===== config.mk =====
export PLATFORM = sky130hd
export DESIGN_NAME = alu_input_sequencer
export DESIGN_NICKNAME = d
export VERILOG_FILES = /design/src/rtl/alu_input_sequencer.sv
export SDC_FILE = /design/constraint.sdc
export NUM_CORES = 1
export LEC_CHECK = 0
export ABC_AREA = 1
export CAP_MARGIN = 20
export CORE_UTILIZATION = 45
export DETAILED_ROUTE_END_ITERATION = 8
export PLACE_DENSITY = 0.72
export SYNTH_ARGS = -nofsm -noshare
export SYNTH_HDL_FRONTEND = slang
export SYNTH_SLANG_ARGS = --single-unit

===== constraint.sdc =====
create_clock -name clk -period 4.25 [get_ports clk]
set_input_delay 0.425 -clock clk [delete_from_list [all_inputs] [get_ports clk]]
set_output_delay 0.425 -clock clk [all_outputs]
set_load 0.01 [all_outputs]

===== src/rtl/alu_input_sequencer.sv =====
// ---------------------------------------------------------------------------
// alu_input_sequencer
//
// Front-end controller for the registered ALU datapath. It synchronizes and
// debounces two push-buttons (enter, back) and walks the user through the
// fields A -> B -> OpCode -> result. Each accepted enter press in a load
// field registers the switch bank onto data_out together with a one-cycle
// load strobe. After the opcode load, updateRes pulses one cycle later so the
// consumer's opcode register has settled before the result is captured.
//
// Ports
//   clk         in   1  system clock, rising edge
//   reset       in   1  asynchronous reset, active low
//   switches    in   N  raw switch bank (quasi-static, not synchronized)
//   btn_enter   in   1  raw enter button, active high, asynchronous
//   btn_back    in   1  raw back button, active high, asynchronous
//   data_out    out  N  registered switch value loaded with each strobe
//   load_a      out  1  one-cycle strobe: load operand A
//   load_b      out  1  one-cycle strobe: load operand B
//   load_Op     out  1  one-cycle strobe: load opcode (data_out[1:0])
//   updateRes   out  1  one-cycle strobe: capture ALU result and flags
//   state_leds  out  4  one-hot field indicator {SHOW, OP, B, A}
//   dbg_state   out  3  raw FSM state for observation
//
// Strobe semantics: every strobe is a single-cycle, registered pulse with no
// ready/back-pressure; the consumer must accept it in the cycle it is high.
// data_out is valid in the strobe cycle and holds until the next load.
// ---------------------------------------------------------------------------
module alu_input_sequencer #(
  parameter int N               = 16,
  parameter int DEBOUNCE_CYCLES = 1_000_000
) (
  input  logic         clk,
  input  logic         reset,
  input  logic [N-1:0] switches,
  input  logic         btn_enter,
  input  logic         btn_back,
  output logic [N-1:0] data_out,
  output logic         load_a,
  output logic         load_b,
  output logic         load_Op,
  output logic         updateRes,
  output logic [3:0]   state_leds,
  output logic [2:0]   dbg_state
);

  localparam int CW = $clog2(DEBOUNCE_CYCLES) + 1;
  // The increment that would reach DEBOUNCE_CYCLES is the one that accepts
  // the new level, so acceptance is decided when the counter holds CNT_LAST.
  localparam logic [CW-1:0] CNT_LAST = CW'(DEBOUNCE_CYCLES - 1);

  typedef enum logic [2:0] {
    S_A    = 3'd0,
    S_B    = 3'd1,
    S_OP   = 3'd2,
    S_CALC = 3'd3,
    S_SHOW = 3'd4
  } state_t;

  // Button index 0 = enter, 1 = back.
  logic [1:0]    w_raw;
  logic [1:0]    r_sync1;
  logic [1:0]    r_sync2;
  logic [1:0]    r_stable;
  logic [1:0]    r_stable_d;
  logic [CW-1:0] r_cnt [2];

  logic          w_enter_pulse;
  logic          w_back_pulse;

  state_t        r_state;
  state_t        w_state_next;
  logic [N-1:0]  r_data_out;
  logic          r_load_a;
  logic          r_load_b;
  logic          r_load_op;
  logic          r_update_res;
  logic [3:0]    r_leds;

  logic          w_capture;
  logic          w_load_a_next;
  logic          w_load_b_next;
  logic          w_load_op_next;
  logic          w_update_next;
  logic [3:0]    w_leds_next;

  assign w_raw = {btn_back, btn_enter};

  // Synchronizers, debounce counters and edge registers.
  always_ff @(posedge clk or negedge reset) begin
    if (!reset) begin
      r_sync1    <= '0;
      r_sync2    <= '0;
      r_stable   <= '0;
      r_stable_d <= '0;
      r_cnt[0]   <= '0;
      r_cnt[1]   <= '0;
    end else begin
      r_sync1    <= w_raw;
      r_sync2    <= r_sync1;
      r_stable_d <= r_stable;
      for (int i = 0; i < 2; i++) begin
        if (r_sync2[i] == r_stable[i]) begin
          // Any return to the accepted level (bounce) restarts the count.
          r_cnt[i] <= '0;
        end else if (r_cnt[i] == CNT_LAST) begin
          r_stable[i] <= r_sync2[i];
          r_cnt[i]    <= '0;
        end else begin
          r_cnt[i] <= r_cnt[i] + CW'(1);
        end
      end
    end
  end

  // One pulse per press: rising edge of the debounced level only.
  assign w_enter_pulse = r_stable[0] & ~r_stable_d[0];
  assign w_back_pulse  = r_stable[1] & ~r_stable_d[1];

  // FSM state and registered outputs.
  always_ff @(posedge clk or negedge reset) begin
    if (!reset) begin
      r_state      <= S_A;
      r_data_out   <= '0;
      r_load_a     <= 1'b0;
      r_load_b     <= 1'b0;
      r_load_op    <= 1'b0;
      r_update_res <= 1'b0;
      r_leds       <= 4'b0001;
    end else begin
      r_state      <= w_state_next;
      r_load_a     <= w_load_a_next;
      r_load_b     <= w_load_b_next;
      r_load_op    <= w_load_op_next;
      r_update_res <= w_update_next;
      r_leds       <= w_leds_next;
      if (w_capture) begin
        r_data_out <= switches;
      end
    end
  end

  // Next-state and next-output logic. Enter is tested before back so a
  // simultaneous press resolves in favour of enter.
  always_comb begin
    w_state_next   = r_state;
    w_capture      = 1'b0;
    w_load_a_next  = 1'b0;
    w_load_b_next  = 1'b0;
    w_load_op_next = 1'b0;
    w_update_next  = 1'b0;
    w_leds_next    = 4'b0001;

    case (r_state)
      S_A: begin
        if (w_enter_pulse) begin
          w_capture     = 1'b1;
          w_load_a_next = 1'b1;
          w_state_next  = S_B;
        end
      end
      S_B: begin
        if (w_enter_pulse) begin
          w_capture     = 1'b1;
          w_load_b_next = 1'b1;
          w_state_next  = S_OP;
        end else if (w_back_pulse) begin
          w_state_next = S_A;
        end
      end
      S_OP: begin
        if (w_enter_pulse) begin
          w_capture      = 1'b1;
          w_load_op_next = 1'b1;
          w_state_next   = S_CALC;
        end else if (w_back_pulse) begin
          w_state_next = S_B;
        end
      end
      S_CALC: begin
        // Button pulses landing in this single cycle are intentionally lost.
        w_update_next = 1'b1;
        w_state_next  = S_SHOW;
      end
      S_SHOW: begin
        if (w_enter_pulse) begin
          w_state_next = S_A;
        end else if (w_back_pulse) begin
          w_state_next = S_OP;
        end
      end
      default: begin
        w_state_next = S_A;
      end
    endcase

    case (w_state_next)
      S_A:     w_leds_next = 4'b0001;
      S_B:     w_leds_next = 4'b0010;
      S_OP:    w_leds_next = 4'b0100;
      S_CALC:  w_leds_next = 4'b1000;
      S_SHOW:  w_leds_next = 4'b1000;
      default: w_leds_next = 4'b0001;
    endcase
  end

  assign data_out   = r_data_out;
  assign load_a     = r_load_a;
  assign load_b     = r_load_b;
  assign load_Op    = r_load_op;
  assign updateRes  = r_update_res;
  assign state_leds = r_leds;
  assign dbg_state  = r_state;

endmodule


==> key figures, run 1 <==
Layout
  – Cell area after layout: 4476 sq um
  – Fin nets: around 550
  – Post-layout util: 0.5703
  – Share of cells above drive strength 1: 0.05243
  – Diode count: 0
  – Synth-to-Final Area Change: 20.72%

Critical path
  – CP max-delay cell: clkdlybuf4s50_1
  – CP required: 3.83 ns
  – Max incr delay on CP: 0.59 ns
  – Crit. End Element: output port
  – Critical path's top delay family: buffers and inverters
  – CP arrival: 1.42 ns
  – Cells along the critical path: clkdlybuf4s50_1
  – CP max FO: 7
  – Crit path buf inv count: 1
  – Critical path launch point type: register
  – Kind of critical path: register to output port

GRT
  – Initial antenna violation count: 0
  – Total GRT Usage: 0.2013
  – First-pass GRT wire length: 13720 um
  – Largest net degree at the start of global routing: 78
  – GRT overflow: 0
  – Number of global-route vias before repair: 3043

Clock tree
  – Setup Fix Bufs, Post-CTS: 0
  – Post-CTS Resized: 0
  – CTS root buf: clkbuf_8
  – Worst-Skew Late Latency: 0.35 ns
  – H-tree Lvls: 3
  – TritonCTS Sinks: 77
  – CTS Buffer Depth: 2
  – Post-CTS Hold Buffers: 0
  – TritonCTS clock tree: yes
  – Num CTS Buffers: 9
  – Clock slew at reported path FFs: 0.09 ns

Routing
  – Antenna-violating nets left: 0
  – Iteration-0 DRC Markers: 169
  – DRC violations left: 0
  – Vias post-DR: 3086
  – Routed Wire Length: 7726 um
  – Avg WL per Cell: 12.15 um
  – Vias/cell: 4.852
  – 1st-pass router iterations: 4

Die
  – Row count: 32
  – Ports: 47
  – Die width: slightly above 90 um
  – Initial Util: 0.4724
  – Core ar.: 7848 sq um
  – Die area: 8605 sq um
  – Die height: 92.77 um

STA
  – Minimum clock period: 1.842 ns
  – Relative max-transition margin: 0.3810
  – Final hold violations: 0
  – PnR worst setup slack: 2.408 ns
  – Final setup TNS: 0 ns
  – RSZ-0062 raised after global routing: false
  – Fin. max-slew vios: 0
  – Slew at the pin closest to its max-slew limit: 0.9285 ns
  – Fmax: 0.5427 GHz
  – Skew final: 0.009813 ns
  – Endpoints failing setup: 0
  – Final period util: 0.4335

Placement
  – Dpl hpwl: 5687 um
  – Count of input and output buffers: 46
  – Final Wtd Congestion: 0.9037
  – Post-place instance area: 4269 sq um
  – Post-Place Worst Slack: 2.301 ns

Hold path
  – HP Class: input port to asynchronous set/reset pin

Yosys
  – Mapped Cells: between 400 and 500
  – Syn Area/Cell: 7.805 sq um
  – Net Count, Synth: 497
  – Sequential area share after synthesis: 0.5201
  – Mapped Area: 3707 sq um
  – Count of warnings emitted by yosys: 0
  – FF+latch count, synth: 77
  – Synth cell types: 29

Power and ir drop
  – PwrDens: 296.2 nW/um^2
  – VDD IR-drop max: 0.2544 mV
  – Leak: about 2.1 nW
  – Total Power: 0.001325 W

Status
  – Status: finished, final reports clean

Job
  – Maxcap violations: 0
cell type report:
type | instances | area [sq um]
repair buffers | 47 | 473.0
inverters | 66 | 247.7
well taps | 102 | 127.6
fillers | 721 | 3372
clock inverters | 6 | 53.80
flip-flops and latches | 77 | 1928
clock buffers | 10 | 137.6
multi-input cells | 328 | 1508
registers in the layout, summed over array words and instances, names as in the netlist:
signal / cells
state_leds: 4
r_stable_d: 2
load_b: 1
load_Op: 1
dbg_state: 3
r_cnt: 42
load_a: 1
r_stable: 2
updateRes: 1
r_sync1: 2
r_sync2: 2
data_out: 16
synth_stat cells (all sizes together):
library cell	count	area, sq um
xor2	10	87.58
dfstp	1	26.28
clkinv	1	3.750
ha	2	25.02
nor2	103	401.6
inv	65	244.0
nand4	10	62.56
nand3b	1	7.510
nor3b	2	15.01
and2	2	12.51
a31oi	5	31.28
dfrtp	76	1902
clkbuf	1	3.750
a21oi	5	25.02
xnor2	9	78.83
a22oi	1	7.510
nand3	21	115.1
nand2	123	464.2
nor3	9	45.04
o21ai	25	128.9
buf	3	20.01
stage by stage:
stage	instances	hold WS (ns)
floorplan	475	0.1294
global placement	619	0.3347
detailed placement	619	0.3358
CTS	635	0.2433
global route	636	0.2825
finish	636	0.1977
power by group:
group | switching, W | internal, W
Sequential | 0.00000472 | 0.000738
Combinational | 0.0000315 | 0.0000223
Clock | 0.000289 | 0.000239
routing by layer:
metal / up-vias / share of wire / GRT usage
li1: 1583 / - / -
met1: 1433 / 0.47 / 0.2712
met2: 60 / 0.48 / 0.3241
met3: 10 / 0.031 / 0.03941
met4: 0 / 0.011 / 0.06923
met5: - / 0 / 0
cell families (layout without fill, tap and decap cells):
group / count (synthesis) / in the layout / share of synthesized area
DFF: 77 / 77 / 0.5201
AOI/OAI and AO/OA: 36 / 36 / 0.05197
xor gates and xnor gates: 19 / 19 / 0.04489
adders and majority gates: 2 / 2 / 0.006749
buffers and inverters: 70 / 129 / 0.07323
and+or+nand+nor: 271 / 271 / 0.3031
worst paths after layout:
path | start | endpoint | slack, ns | depth (start not counted)
min in group clk | r_sync1[0] | r_sync2[0] | 0.36 | 0
worst max register to register | r_cnt[21] | r_cnt[40] | 2.50 | 8
worst max-delay path | dbg_state[2] | dbg_state[2] | 2.41 | 1
worst min-delay path | reset | r_cnt[31] | 0.20 | 1
worst min register to register | r_sync1[0] | r_sync2[0] | 0.36 | 0
max in group asynchronous | reset | r_stable[1] | 3.44 | 1
worst register-to-register path: stages, from the launching register on:
cell,delay (ns)
dfrtp_1,0.41
ha_1,0.23
inv_1,0.08
nor3_1,0.31
nand2_1,0.13
inv_1,0.08
nand2_1,0.09
nand2_1,0.23
a21oi_1,0.08
cells in the final DEF, fill, tap and decap left out, drive strengths merged:
cell           count
clkbuf            10
clkinvlp           1
and2               2
clkdlybuf4s50     45
inv               69
nor2             103
dfrtp             76
ha                 2
clkinv             2
nand2            123
nand3             21
a22oi              1
xnor2              9
a21oi              5
xor2              10
nand3b             1
nand4             10
nor3b              2
buf                2
nor3               9
a31oi              5
o21ai             25
dfstp              1
(Power assumes the default switching activity.)
==> inputs of run 2 (changes only) <==
==> constraint.sdc (replaced) <==
create_clock -name clk -period 1.7 [get_ports clk]
set_input_delay 0.17 -clock clk [delete_from_list [all_inputs] [get_ports clk]]
set_output_delay 0.17 -clock clk [all_outputs]
set_load 0.01 [all_outputs]
==> key figures, run 2 (synthesized netlist as in run 1, its figures left out) <==
Layout
  – Seq. cell area: 1928 sq um (unchanged)
  – Most common cell after layout, fill and taps aside: nand2_1
  – Area of the multi-input gates: 1513 sq um (+0.33%)
  – Largest register by flop count: r_cnt
  – # fillers: 743 (+3.1%)
  – Max reg flops: 42 (unchanged)
  – Most frequent cells in the layout: nand2_1 (122), nor2_1 (99), dfrtp_1 (76), inv_1 (64), clkdlybuf4s50_1 (45)
  – Share of cells above drive strength 1: 0.06458 (+0.01214)
  – Cell area after layout: 4547 sq um (+1.6%)
  – Diode count: 0 (unchanged)
  – Fin nets: 559 (+1.5%)
  – Synth-to-Final Area Change: 22.65%

Die
  – Die width: 92.77 um (unchanged)
  – Die height: 92.77 um (unchanged)
  – Ports: 47 (unchanged)
  – Row count: 32 (unchanged)
  – Core ar.: 7848 sq um (unchanged)
  – Die area: 8605 sq um (unchanged)
  – Initial Util: 0.4724 (unchanged)

Routing
  – 1st-pass router iterations: 4 (unchanged)
  – Vias/cell: 4.843 (-0.19%)
  – Top routing layer used: met4
  – Met1 wire length: 3629 um (-1.0%)
  – Antenna-violating nets left: 0 (unchanged)
  – Avg WL per Cell: 12.32 um (+1.4%)
  – Routed length on met2: 3829 um (+2.5%)
  – Vias post-DR: 3119 (+1.1%)
  – Iteration-0 DRC Markers: 147 (-13%)
  – DRC violations left: 0 (unchanged)
  – Routed Wire Length: 7935 um (+2.7%)
  – WL met3: 350 um (+47%)

Clock tree
  – Clock slew at reported path FFs: 0.09 ns (about the same)
  – Worst-Skew Late Latency: 0.34 ns (about the same)
  – Num CTS Buffers: 9 (unchanged)
  – CTS root buf: clkbuf_8
  – H-tree Lvls: 3 (unchanged)
  – CTS Buffer Depth: 2 (unchanged)
  – TritonCTS clock tree: yes
  – TritonCTS Sinks: 77 (unchanged)

Critical path
  – CP max FO: 7 (unchanged)
  – CP required: 1.53 ns (-2.30 ns)
  – CP arrival: 1.46 ns (+0.04 ns)
  – Max incr delay on CP: 0.60 ns (about the same)
  – CP max-delay cell: clkdlybuf4s50_1
  – Crit path buf inv count: 1 (unchanged)
  – Critical path's top delay family: buffers and inverters
  – Kind of critical path: register to output port
  – Critical path launch point type: register
  – Crit. End Element: output port
  – Cells along the critical path: clkdlybuf4s50_1

STA
  – Minimum clock period: 1.629 ns
  – RSZ-0062 raised after global routing: true
  – Slew at the pin closest to its max-slew limit: 0.6486 ns (-0.2798 ns)
  – Endpoints failing setup: 0 (unchanged)
  – Relative max-transition margin: 0.5676 (+0.1866)
  – Skew final: 0.008050 ns (-0.001763 ns)
  – Final hold violations: 0 (unchanged)
  – Fmax: 0.6139 GHz
  – Fin. max-slew vios: 0 (unchanged)
  – Final period util: 0.9582

Status
  – Status: finished, final reports clean

Power and ir drop
  – VDD IR-drop max: 0.6203 mV (+140%)
  – Int Pwr: 0.002455 W (+150%)
  – Switching pwr: 0.0008030 W (+150%)
  – Total Power: 0.003258 W (+150%)
  – PwrDens: 716.6 nW/um^2 (+140%)
  – Reg power frac: 0.570 (+0.009)
  – Sw frac: 0.2465 (+0.0007668)
  – Clk pwr share: 0.384 (-0.015)
  – Comb pwr share: 0.046 (+0.005)
  – Leak: 2.104 nW (+1.5%)

Job
  – Maxcap violations: 0 (unchanged)

GRT
  – Largest net degree at the start of global routing: 51 (-35%)
  – GRT overflow: 0 (unchanged)
  – Initial antenna violation count: 0 (unchanged)
  – First-pass GRT wire length: 13980 um (+1.9%)
  – Number of global-route vias before repair: 3194 (+5.0%)
  – Total GRT Usage: 0.2036 (+0.002366)

Placement
  – Final Wtd Congestion: 0.8659 (-4.2%)
  – Count of input and output buffers: 46 (unchanged)
  – Post-place instance area: 4332 sq um (+1.5%)
  – Dpl hpwl: 5847 um (+2.8%)

Hold path
  – HP Class: input port to register
[run 2: cell count changes in the layout (fill, tap and decap cells not counted), moves of 2 or more]
cell,delta
clkinv_4,+3
buf_12,+2
inv_6,-3
buf_4,+6
[run 2: layer usage]
metal  vias up  GRT usage
met2        68     0.3419
met3        10    0.05172
met5         -          0
li1       1593          -
met1      1448     0.2569
met4         0    0.06410
[run 2: metrics by stage]
step	hold WS, ns	setup slack, ns	TNS, ns	instances	utilization
after floorplan	-0.1256	0.2901	0	475	-
after global placement	0.2416	0.1809	0	624	0.5520
after detailed placement	0.2458	0.09341	0	624	0.5520
after CTS	0.2371	0.06148	0	641	0.5759
after global routing	0.2412	-0.03282	-0.07590	644	0.5794
final	0.2526	0.07109	0	644	0.5794
[run 2: final timing paths]
check	from	to	slack (ns)	cells after the start
min reg2reg	r_sync1[1]	r_sync2[1]	0.36	0
max in group asynchronous	reset	data_out[15]	0.73	3
max	dbg_state[2]	dbg_state[2]	0.07	1
min in group asynchronous	reset	r_cnt[41]	0.39	2
max reg2reg	r_cnt[21]	r_cnt[40]	0.13	8
min	btn_back	r_sync1[1]	0.25	1
[run 2: timing repair]
| item | in CTS | in global routing |
|---|---|---|
| setup endpoints to repair | 0 | 8 |
| setup buffers | 0 | 3 |
| hold buffers | 1 | 0 |
| resized for setup | 0 | 1 |
| endpoints found under the hold margin | 48 | 0 |
[run 2: layout make-up]
cell class / instances / area share
sequential: 77 / 0.4241
multi-input combinational: 328 / 0.3327
timing repair buffer: 55 / 0.1216
inverter: 66 / 0.05449
clock buffer: 10 / 0.02807
tap: 102 / 0.02807
clock inverter: 6 / 0.01101
[run 2: worst register-to-register path: stages, from the launching register on]
cell	delay (ns)
dfrtp_1	0.40
ha_1	0.22
inv_1	0.09
nor3_1	0.26
nand2_1	0.11
inv_1	0.06
nand2_1	0.07
nand2_1	0.19
a21oi_1	0.07
[run 2: power by group through the flow]
stage | clock network [W] | logic (W) | registers [W]
after floorplan | 0 | 0.0000471 | 0.00189
after global placement | 0 | 0.000145 | 0.00189
after detailed placement | 0 | 0.000147 | 0.00190
after CTS | 0.00128 | 0.000149 | 0.00186
after global routing | 0.00136 | 0.000173 | 0.00186
final | 0.00125 | 0.000150 | 0.00186
